--- src/rtl/tick_scheduler_if.sv ---
// Control inputs and strobe outputs of the game timebase, bundled for one port.
interface tick_scheduler_if;
    logic       start;
    logic       pause;
    logic       collide;
    logic [1:0] speed;
    logic       pix_tick;
    logic       game_tick;
    logic       move_tick;
    logic       pace_tick;
    logic [1:0] seg_sel;
    logic       restart;
    logic [1:0] state;

    // Scheduler side: consumes control pulses, drives strobes and state.
    modport slave (
        input  start, pause, collide, speed,
        output pix_tick, game_tick, move_tick, pace_tick, seg_sel, restart, state
    );

    // Game-logic side: drives control pulses, consumes strobes and state.
    modport master (
        output start, pause, collide, speed,
        input  pix_tick, game_tick, move_tick, pace_tick, seg_sel, restart, state
    );
endinterface

--- src/rtl/tick_scheduler.sv ---
// Single free-running timebase for Flappy-VGA: clock-enable strobes, digit
// select and the idle/run/pause/over game FSM that gates world motion.
module tick_scheduler #(
    parameter int unsigned PIX_LOG2  = 2,
    parameter int unsigned SEG_LOG2  = 18,
    parameter int unsigned GAME_LOG2 = 20,
    parameter int unsigned MOVE_LOG2 = 21,
    parameter int unsigned PACE_LOG2 = 26
) (
    input  logic              clk,
    input  logic              rst,
    tick_scheduler_if.slave   bus
);
    localparam int unsigned CNT_W   = 32;
    localparam int unsigned SHIFT_W = 6;

    typedef enum logic [1:0] {
        IDLE  = 2'd0,
        RUN   = 2'd1,
        PAUSE = 2'd2,
        OVER  = 2'd3
    } state_t;

    state_t             state_q;
    state_t             state_d;
    logic               restart_d;
    logic [CNT_W-1:0]   fcnt;
    logic [CNT_W-1:0]   rcnt;
    logic               pix_q;
    logic               pace_q;
    logic               game_q;
    logic               move_q;
    logic               restart_q;
    logic [SHIFT_W-1:0] move_n_c;
    logic [CNT_W-1:0]   move_mask_c;

    // State register.
    always_ff @(posedge clk) begin
        if (rst) begin
            state_q <= IDLE;
        end else begin
            state_q <= state_d;
        end
    end

    // Next state; restart flags a fresh game (entry to RUN not from PAUSE).
    always_comb begin
        state_d   = state_q;
        restart_d = 1'b0;
        case (state_q)
            IDLE: begin
                if (bus.start) begin
                    state_d   = RUN;
                    restart_d = 1'b1;
                end
            end
            RUN: begin
                if (bus.collide) begin
                    state_d = OVER;
                end else if (bus.pause) begin
                    state_d = PAUSE;
                end
            end
            PAUSE: begin
                if (bus.pause) begin
                    state_d = RUN;
                end
            end
            OVER: begin
                if (bus.start) begin
                    state_d   = RUN;
                    restart_d = 1'b1;
                end
            end
            default: begin
                state_d = IDLE;
            end
        endcase
    end

    // Free counter never stops; run counter advances only while running.
    always_ff @(posedge clk) begin
        if (rst) begin
            fcnt <= '0;
            rcnt <= '0;
        end else begin
            fcnt <= fcnt + CNT_W'(1);
            if (restart_d) begin
                rcnt <= '0;
            end else if (state_q == RUN) begin
                rcnt <= rcnt + CNT_W'(1);
            end
        end
    end

    // Move period shrinks with speed; mask selects the compared low bits.
    always_comb begin
        move_n_c    = SHIFT_W'(MOVE_LOG2) - SHIFT_W'(bus.speed);
        move_mask_c = ~({CNT_W{1'b1}} << move_n_c);
    end

    // Strobes fire the cycle after the counter's low bits are all ones.
    always_ff @(posedge clk) begin
        if (rst) begin
            pix_q     <= 1'b0;
            pace_q    <= 1'b0;
            game_q    <= 1'b0;
            move_q    <= 1'b0;
            restart_q <= 1'b0;
        end else begin
            pix_q     <= &fcnt[PIX_LOG2-1:0];
            pace_q    <= &fcnt[PACE_LOG2-1:0];
            game_q    <= (state_q == RUN) && (&rcnt[GAME_LOG2-1:0]);
            move_q    <= (state_q == RUN) && ((rcnt & move_mask_c) == move_mask_c);
            restart_q <= restart_d;
        end
    end

    assign bus.pix_tick  = pix_q;
    assign bus.pace_tick = pace_q;
    assign bus.game_tick = game_q;
    assign bus.move_tick = move_q;
    assign bus.restart   = restart_q;
    assign bus.seg_sel   = fcnt[SEG_LOG2+1:SEG_LOG2];
    assign bus.state     = state_q;
endmodule

--- src/flat_wrapper.sv ---
// flat-port wrapper written by rule: the top's interface ports become plain ports
module tick_scheduler_flat 
#(
    parameter int unsigned PIX_LOG2  = 2,
    parameter int unsigned SEG_LOG2  = 18,
    parameter int unsigned GAME_LOG2 = 20,
    parameter int unsigned MOVE_LOG2 = 21,
    parameter int unsigned PACE_LOG2 = 26
)
  (clk, rst, bus_start, bus_pause, bus_collide, bus_speed, bus_pix_tick, bus_game_tick, bus_move_tick, bus_pace_tick, bus_seg_sel, bus_restart, bus_state);
  tick_scheduler_if bus_i ();
  input  logic clk;
  input  logic rst;
  input wire logic [$bits(bus_i.start)-1:0] bus_start;
  input wire logic [$bits(bus_i.pause)-1:0] bus_pause;
  input wire logic [$bits(bus_i.collide)-1:0] bus_collide;
  input wire logic [$bits(bus_i.speed)-1:0] bus_speed;
  output wire logic [$bits(bus_i.pix_tick)-1:0] bus_pix_tick;
  output wire logic [$bits(bus_i.game_tick)-1:0] bus_game_tick;
  output wire logic [$bits(bus_i.move_tick)-1:0] bus_move_tick;
  output wire logic [$bits(bus_i.pace_tick)-1:0] bus_pace_tick;
  output wire logic [$bits(bus_i.seg_sel)-1:0] bus_seg_sel;
  output wire logic [$bits(bus_i.restart)-1:0] bus_restart;
  output wire logic [$bits(bus_i.state)-1:0] bus_state;
  assign bus_i.start = bus_start;
  assign bus_i.pause = bus_pause;
  assign bus_i.collide = bus_collide;
  assign bus_i.speed = bus_speed;
  assign bus_pix_tick = bus_i.pix_tick;
  assign bus_game_tick = bus_i.game_tick;
  assign bus_move_tick = bus_i.move_tick;
  assign bus_pace_tick = bus_i.pace_tick;
  assign bus_seg_sel = bus_i.seg_sel;
  assign bus_restart = bus_i.restart;
  assign bus_state = bus_i.state;
  tick_scheduler #(.PIX_LOG2(PIX_LOG2), .SEG_LOG2(SEG_LOG2), .GAME_LOG2(GAME_LOG2), .MOVE_LOG2(MOVE_LOG2), .PACE_LOG2(PACE_LOG2)) u_core (.clk(clk), .rst(rst), .bus(bus_i));
endmodule
--- config.mk ---
export PLATFORM = sky130hd
export DESIGN_NAME = tick_scheduler_flat
export DESIGN_NICKNAME = d
export VERILOG_FILES = /design/src/rtl/tick_scheduler_if.sv /design/src/rtl/tick_scheduler.sv /design/src/flat_wrapper.sv
export SDC_FILE = /design/constraint.sdc
export NUM_CORES = 1
export LEC_CHECK = 0
export CAP_MARGIN = 20
export CORE_ASPECT_RATIO = 0.5
export CORE_UTILIZATION = 45
export CTS_BUF_LIST = sky130_fd_sc_hd__clkbuf_16
export CTS_CLUSTER_SIZE = 40
export DETAILED_ROUTE_END_ITERATION = 8
export PLACE_DENSITY_LB_ADDON = 0.1
export SYNTH_ARGS = -nofsm -noshare
export SYNTH_HDL_FRONTEND = slang
export SYNTH_SLANG_ARGS = --single-unit
--- constraint.sdc ---
create_clock -name clk -period 5.5 [get_ports clk]
set_input_delay 0.825 -clock clk [delete_from_list [all_inputs] [get_ports clk]]
set_output_delay 0.825 -clock clk [all_outputs]
set_load 0.01 [all_outputs]
==> summary.md, run 1 <==
| Metric | Value |
|---|---|
| Status | complete, no violations |
| Setup ws final | 3.00 ns |
| Switch share | 22.9% |
| Clock transition at path regs | 0.07 ns |
| Starting Density | 49.2% |
| Vias in the first global route | roughly 1900 |
| Logic pwr share | 6.7% |
| EDFF count, synth | 0 |
| Number of port buffers | 15 |
| Pre-CTS setup slack | 2.68 ns |
| P_int | 585 µW |
| Clock Power Share | 40.0% |
| Worst Reg-to-Reg Cells | 6 |
| Longest Clk Path Bufs | 2 |
| CTS resizes | 0 |
| Routed wire length | 5030 µm |
| GR Overflow Total | 0 |
| Residual DRC | 0 |
| Synth cell types | 41 |
| Post-layout net count | approximately 320 |
| Root buffer cell | clkbuf_16 |
| CTS tree | yes |
| Largest net degree at the start of global routing | 38 |
| RSZ-0062 raised after global routing | false |
| Total power | between 700 and 800 µW |
| Fmax | 0.400 GHz |
| Main synth FF type | dfxtp_1 |
| Final Skew | about 0.0033 ns |
| Slew Limit Fails | 0 |
| Multi-input gate area | approximately 1400 µm² |
| Register area | roughly 1100 µm² |
| Critical path class | in -> reg |
| CP max FO | 37 |
| Relative slew slack | between 40% and 50% |
| Setup TNS | 0 ns |
| Routed wire length per instance | 13.4 µm |
| CP Launch Type | input port |
| Sequential share of the synthesized area | between 40% and 50% |
| Synth-to-Final Area Change | 11.8% |
| H-Tree Depth | 2 |
| Die outline width | approximately 110 µm |
| Via count | approximately 2100 |
| Final instance area | 2850 µm² |
| Seq pwr share | 53.3% |
| Drt pass-1 iters | 4 |
| Crit path from | rst |
| Tightest Pin Transition | 0.794 ns |
| Pwr/cell area | 266 nW/µm² |
| Row cnt | 18 |
| Cell Area, Synth | 2550 µm² |
| Antenna diodes | 0 |
| Mapped Cells | 296 |
| DP Area | 2710 µm² |
| Min-Delay Startpoint | u_core.fcnt[0] |
| Worst skew pair latency | roughly 0.29 ns |
| Final Hold Fails | 0 |
| CTS Buf Count | 5 |
| Leakage Power | 0.919 nW |
| Synthesized flop and latch total | 54 |
| Tmin final | approximately 2.5 ns |
| Core Util, Final | 55.0% |
| # setup viols final | 0 |
| Die area | 5980 µm² |
| Post-route antenna net violation count | 0 |
| Ports | 16 |
| Vias/cell | 5.59 |
| First-pass GRT wire length | between 8000 and 9000 µm |
| Crit path DAT | roughly 2.7 ns |
| Tcrit/Tclk final | between 40 and 50% |
| Post-DP HPWL | 3470 µm |
| Avg Inst Size Synth | 8.60 µm² |
| # clock sinks | 54 |
| GRT Total Usage | a little under a fifth |
| Switching pwr | between 150 and 200 µW |
| Syn_nets | just over 300 |
| Asr flop ratio synth | 0% |
| Hold crit path type | reg -> reg |
| Crit Reg-Reg Startpoint | u_core.bus.state[1] |
| WHS Path Cells | 1 |
| DIE HEIGHT | roughly 55 µm |
| Max-cap violations | 0 |
| GP Congestion | 0.758 |
| Critical Path End Type | flop |
| Placeable Area | just over 5000 µm² |
| Initial DRC Count | 44 |
| Hold Buf Count CTS | 0 |
| YS warnings | 0 |
| Filler Cells Inserted | 497 |
| Initial antenna violation count | 0 |
| Fraction of layout cells with a size suffix above 1 | 4.59% |
| Peak supply drop | 0.139 mV |
| WP data required | between 5 and 6 ns |
| Postcts setup bufs | 0 |
==> cell usage in the layout (no fill, tap or decap), drive strengths merged, types with 2 or more instances in the layout <==
master,netlist,layout
nand3,18,18
nand4,19,19
or3,11,11
clkbuf,8,5
nand2,13,13
xor2,12,12
and4,8,8
a21oi,21,21
and2,5,5
clkdlybuf4s50,0,15
or4,4,4
mux2,3,3
dfxtp,54,54
nand4b,5,5
o31ai,2,2
nor4,6,6
xnor2,11,11
ha,4,4
inv,9,10
nor2,33,33
nor3,8,8
o21ai,14,14
nor2b,5,5
nand2b,2,2
clkinv,0,2
and3,5,5
==> Yosys cell counts (2+ instances only) <==
library cell	instances	share of area [%]
o21ai_0	14	2.8
nor3_1	8	1.6
and2_1	4	0.98
dfxtp_1	54	42
nand2_1	13	1.9
nand2b_1	2	0.49
or3_1	11	2.7
buf_4	2	0.59
nand4_1	18	4.4
xnor2_1	11	3.8
nand3_1	18	3.5
xor2_1	12	4.1
a21oi_1	21	4.1
o31ai_1	2	0.59
nor2_1	33	4.9
buf_2	2	0.39
or4_1	3	0.88
inv_1	9	1.3
ha_1	4	2.0
nor2b_1	5	1.2
and3_1	5	1.2
buf_6	2	0.88
clkbuf_1	8	1.2
and4_1	7	2.4
nand4b_1	5	1.7
nor4_1	6	1.5
mux2_2	3	1.3
==> routing by layer <==
| metal | up-vias | GRT usage [%] | part of all wire [%] |
|---|---|---|---|
| met2 | 17 | 30.9 | 45 |
| li1 | 1082 | - | - |
| met1 | 992 | 22.3 | 51 |
| met4 | 0 | 10.1 | 1.6 |
| met3 | 7 | 5.50 | 2.5 |
| met5 | - | 0 | 0 |
==> worst paths after layout <==
path	slack (ns)	endpoint
worst max-delay path	3.00	u_core.rcnt[20]
worst min-delay path	0.47	u_core.fcnt[0]
worst max register to register	3.07	u_core.rcnt[18]
worst min register to register	0.47	u_core.fcnt[0]
==> power by group through the flow <==
stage               Clock, mW  Sequential, mW  Combinational (mW)
floorplan                   0           0.413              0.0360
global placement            0           0.413              0.0499
global route            0.326           0.405              0.0563
detailed placement          0           0.413              0.0514
finish                  0.303           0.404              0.0510
CTS                     0.311           0.404              0.0516
==> critical path: stages <==
cell             delay [ns]
clkdlybuf4s50_1        0.39
buf_4                  0.24
nand2b_1               0.54
or4b_1                 0.65
nand2_1                0.07
==> state kept, by name (all words and copies together) (netlist names) <==
register	cells
u_core.bus.game_tick	1
u_core.bus.move_tick	1
u_core.bus.pace_tick	1
u_core.bus.pix_tick	1
u_core.bus.restart	1
u_core.bus.state	2
u_core.fcnt	26
u_core.rcnt	21
==> per-stage QoR <==
| step | instances | hold slack [ns] |
|---|---|---|
| after detailed placement | 367 | 0.456 |
| after global routing | 375 | 0.489 |
| after global placement | 367 | 0.453 |
| after CTS | 375 | 0.472 |
| after floorplan | 296 | 0.434 |
| final | 375 | 0.468 |
==> final cells by class <==
cell class / instances / area share (%)
multi-input cells: 218 / 47.4
flip-flops and latches: 54 / 38.0
repair buffers: 16 / 5.54
clock buffers: 5 / 4.39
well taps: 70 / 3.08
inverters: 9 / 1.19
clock inverters: 3 / 0.439
==> kinds of logic (layout without fill, tap and decap cells) <==
group	after synthesis	after routing	share of synthesized area, %
xor gates and xnor gates	23	23	7.91
and+or+nand+nor	143	143	31.6
adders and majority gates	4	4	1.97
AOI/OAI and AO/OA	44	44	9.78
buffers and inverters	24	33	4.52
muxes	4	4	1.72
DFF	54	54	42.5
No activity file was read; power rests on OpenSTA's default activity.
==> run 2, diff against run 1 <==
==> constraint.sdc (replaced) <==
create_clock -name clk -period 2.5 [get_ports clk]
set_input_delay 0.375 -clock clk [delete_from_list [all_inputs] [get_ports clk]]
set_output_delay 0.375 -clock clk [all_outputs]
set_load 0.01 [all_outputs]
==> run 2 against run 1 <==
Worst setup slack lost 2.7 ns. Cell count grew 0.53%. Critical endpoint is now u_core.rcnt[18]. Die area is the same. Via count grew 0.81%. Combinational power grew 130%. Highest routed layer unchanged. Sequential share of layout area shrank 0.25 points.
==> summary.md, run 2 (synthesized netlist as in run 1, its figures left out) <==
| Metric | Value |
|---|---|
| Status | complete, no violations |
| Tightest Pin Transition | 0.856 ns |
| First-pass GRT wire length | approximately 8400 µm |
| DIE HEIGHT | 55.2 µm |
| Die outline width | 108 µm |
| Routed wire length | about 5000 µm |
| Final Hold Fails | 0 |
| Routed wire length per instance | ~13 µm |
| Commonest non-fill, non-tap cells in the layout | dfxtp_1 (54), nor2_1 (33), a21oi_1 (21) |
| Drt pass-1 iters | 4 |
| Synth-to-Final Area Change | 12.6% |
| Initial DRC Count | 64 |
| Filler Cells Inserted | 490 |
| Hold crit path type | reg -> reg |
| Tmin final | 2.18 ns |
| GP Congestion | around 0.77 |
| Relative slew slack | 42.4% |
| Fmax | between 0.4 and 0.5 GHz |
| # setup viols final | 0 |
| Leakage Power | roughly 0.92 nW |
| Hold Buf Count CTS | 0 |
| Peak supply drop | approximately 0.33 mV |
| Setup TNS | 0 ns |
| CTS Buf Count | 5 |
| Highest metal used | met4 |
| Via count | approximately 2100 |
| Met2 routed WL | 2230 µm |
| Initial antenna violation count | 0 |
| Largest net degree at the start of global routing | 37 |
| RSZ-0062 raised after global routing | false |
| Postcts setup bufs | 0 |
| Total power | 1.68 mW |
| Vias in the first global route | approximately 1800 |
| Fraction of layout cells with a size suffix above 1 | approximately 5.5% |
| Die area | 5980 µm² |
| Ports | 16 |
| Post-DP HPWL | 3540 µm |
| Pwr/cell area | between 500 and 600 nW/µm² |
| # clock sinks | 54 |
| CP max FO | 7 |
| WP data required | about 2.7 ns |
| Tcrit/Tclk final | 87.1% |
| Post-route antenna net violation count | 0 |
| Vias/cell | 5.61 |
| Max FFs per register | 26 |
| CTS resizes | 0 |
| Cells after DPL | 369 |
| Longest Clk Path Bufs | 2 |
| Slew Limit Fails | 0 |
| Post-layout net count | 317 |
| Final std cells w/o fill | ~380 |
| Row cnt | 18 |
| Max-cap violations | 0 |
| Antenna diodes | 0 |
| CP Launch Type | flop |
| Starting Density | between 40% and 50% |
| H-Tree Depth | 2 |
| Critical Path End Type | flop |
| DP Area | 2730 µm² |
| CTS tree | yes |
| Clock transition at path regs | around 0.070 ns |
| Worst skew pair latency | between 0.2 and 0.3 ns |
| GR Overflow Total | 0 |
| Largest Register | u_core.fcnt |
| Crit path DAT | 2.39 ns |
| Worst hold margin | 0.464 ns |
| GRT Total Usage | 18.4% |
| Final Skew | 0.00450 ns |
| Residual DRC | 0 |
| Number of port buffers | 15 |
| Commonest non-fill, non-tap cell in the layout | dfxtp_1 |
| Placeable Area | 5180 µm² |
| Routed met3 length | between 150 and 200 µm |
| Critical path class | reg -> reg |
| Root buffer cell | clkbuf_16 |
| Wire length on met1 | 2650 µm |
| Final instance area | 2870 µm² |
==> run 2: power by group <==
group          switching [mW]  internal, mW  total (mW)
Clock                   0.306         0.366       0.672
Sequential             0.0137         0.874       0.888
Combinational          0.0645        0.0537       0.118
==> run 2: layout make-up <==
type                       instances  area, µm²  share of cell area [%]
inverter                           9       33.8                    1.18
clock buffer                       5        125                    4.36
timing repair buffer              18        173                    6.02
sequential                        54       1080                    37.7
tap                               70       87.6                    3.06
clock inverter                     3       16.3                   0.567
multi-input combinational        218       1350                    47.1
==> run 2: per-layer routing <==
metal | global-route usage (%) | up-vias
li1 | - | 1090
met1 | 24.3 | 1008
met2 | 30.5 | 15
met3 | 5.74 | 2
met4 | 3.38 | 0
met5 | 0 | -
==> run 2: worst max-delay path, cell delays in order (launching register included) <==
cell and delay (ns):
dfxtp_1 0.40, ha_1 0.32, inv_1 0.06, or4_1 0.64, or4_1 0.54, a21oi_1 0.14
==> run 2: metrics by stage <==
stage / util (%) / setup WS [ns]
floorplan: - / 0.369
global placement: 52.6 / 0.419
detailed placement: 52.6 / 0.349
CTS: 55.3 / 0.334
global route: 55.3 / 0.176
finish: 55.3 / 0.323
==> run 2: worst paths after layout <==
path                       start              end  slack (ns)  cells past startpoint
hold reg to reg   u_core.fcnt[0]   u_core.fcnt[0]        0.46                      1
setup reg to reg  u_core.rcnt[0]  u_core.rcnt[18]        0.32                      5
setup / recovery  u_core.rcnt[0]  u_core.rcnt[18]        0.32                      5
hold / removal    u_core.fcnt[0]   u_core.fcnt[0]        0.46                      1
==> run 3, diff against run 2 <==
--- a/config.mk
+++ b/config.mk
@@ -12,6 +12,7 @@
 export CTS_CLUSTER_SIZE = 40
 export DETAILED_ROUTE_END_ITERATION = 8
 export PLACE_DENSITY_LB_ADDON = 0.1
+export SLEW_MARGIN = 20
 export SYNTH_ARGS = -nofsm -noshare
 export SYNTH_HDL_FRONTEND = slang
 export SYNTH_SLANG_ARGS = --single-unit
==> results of run 3 <==
The final DEF is identical to that of run 2; final timing and power are the same.
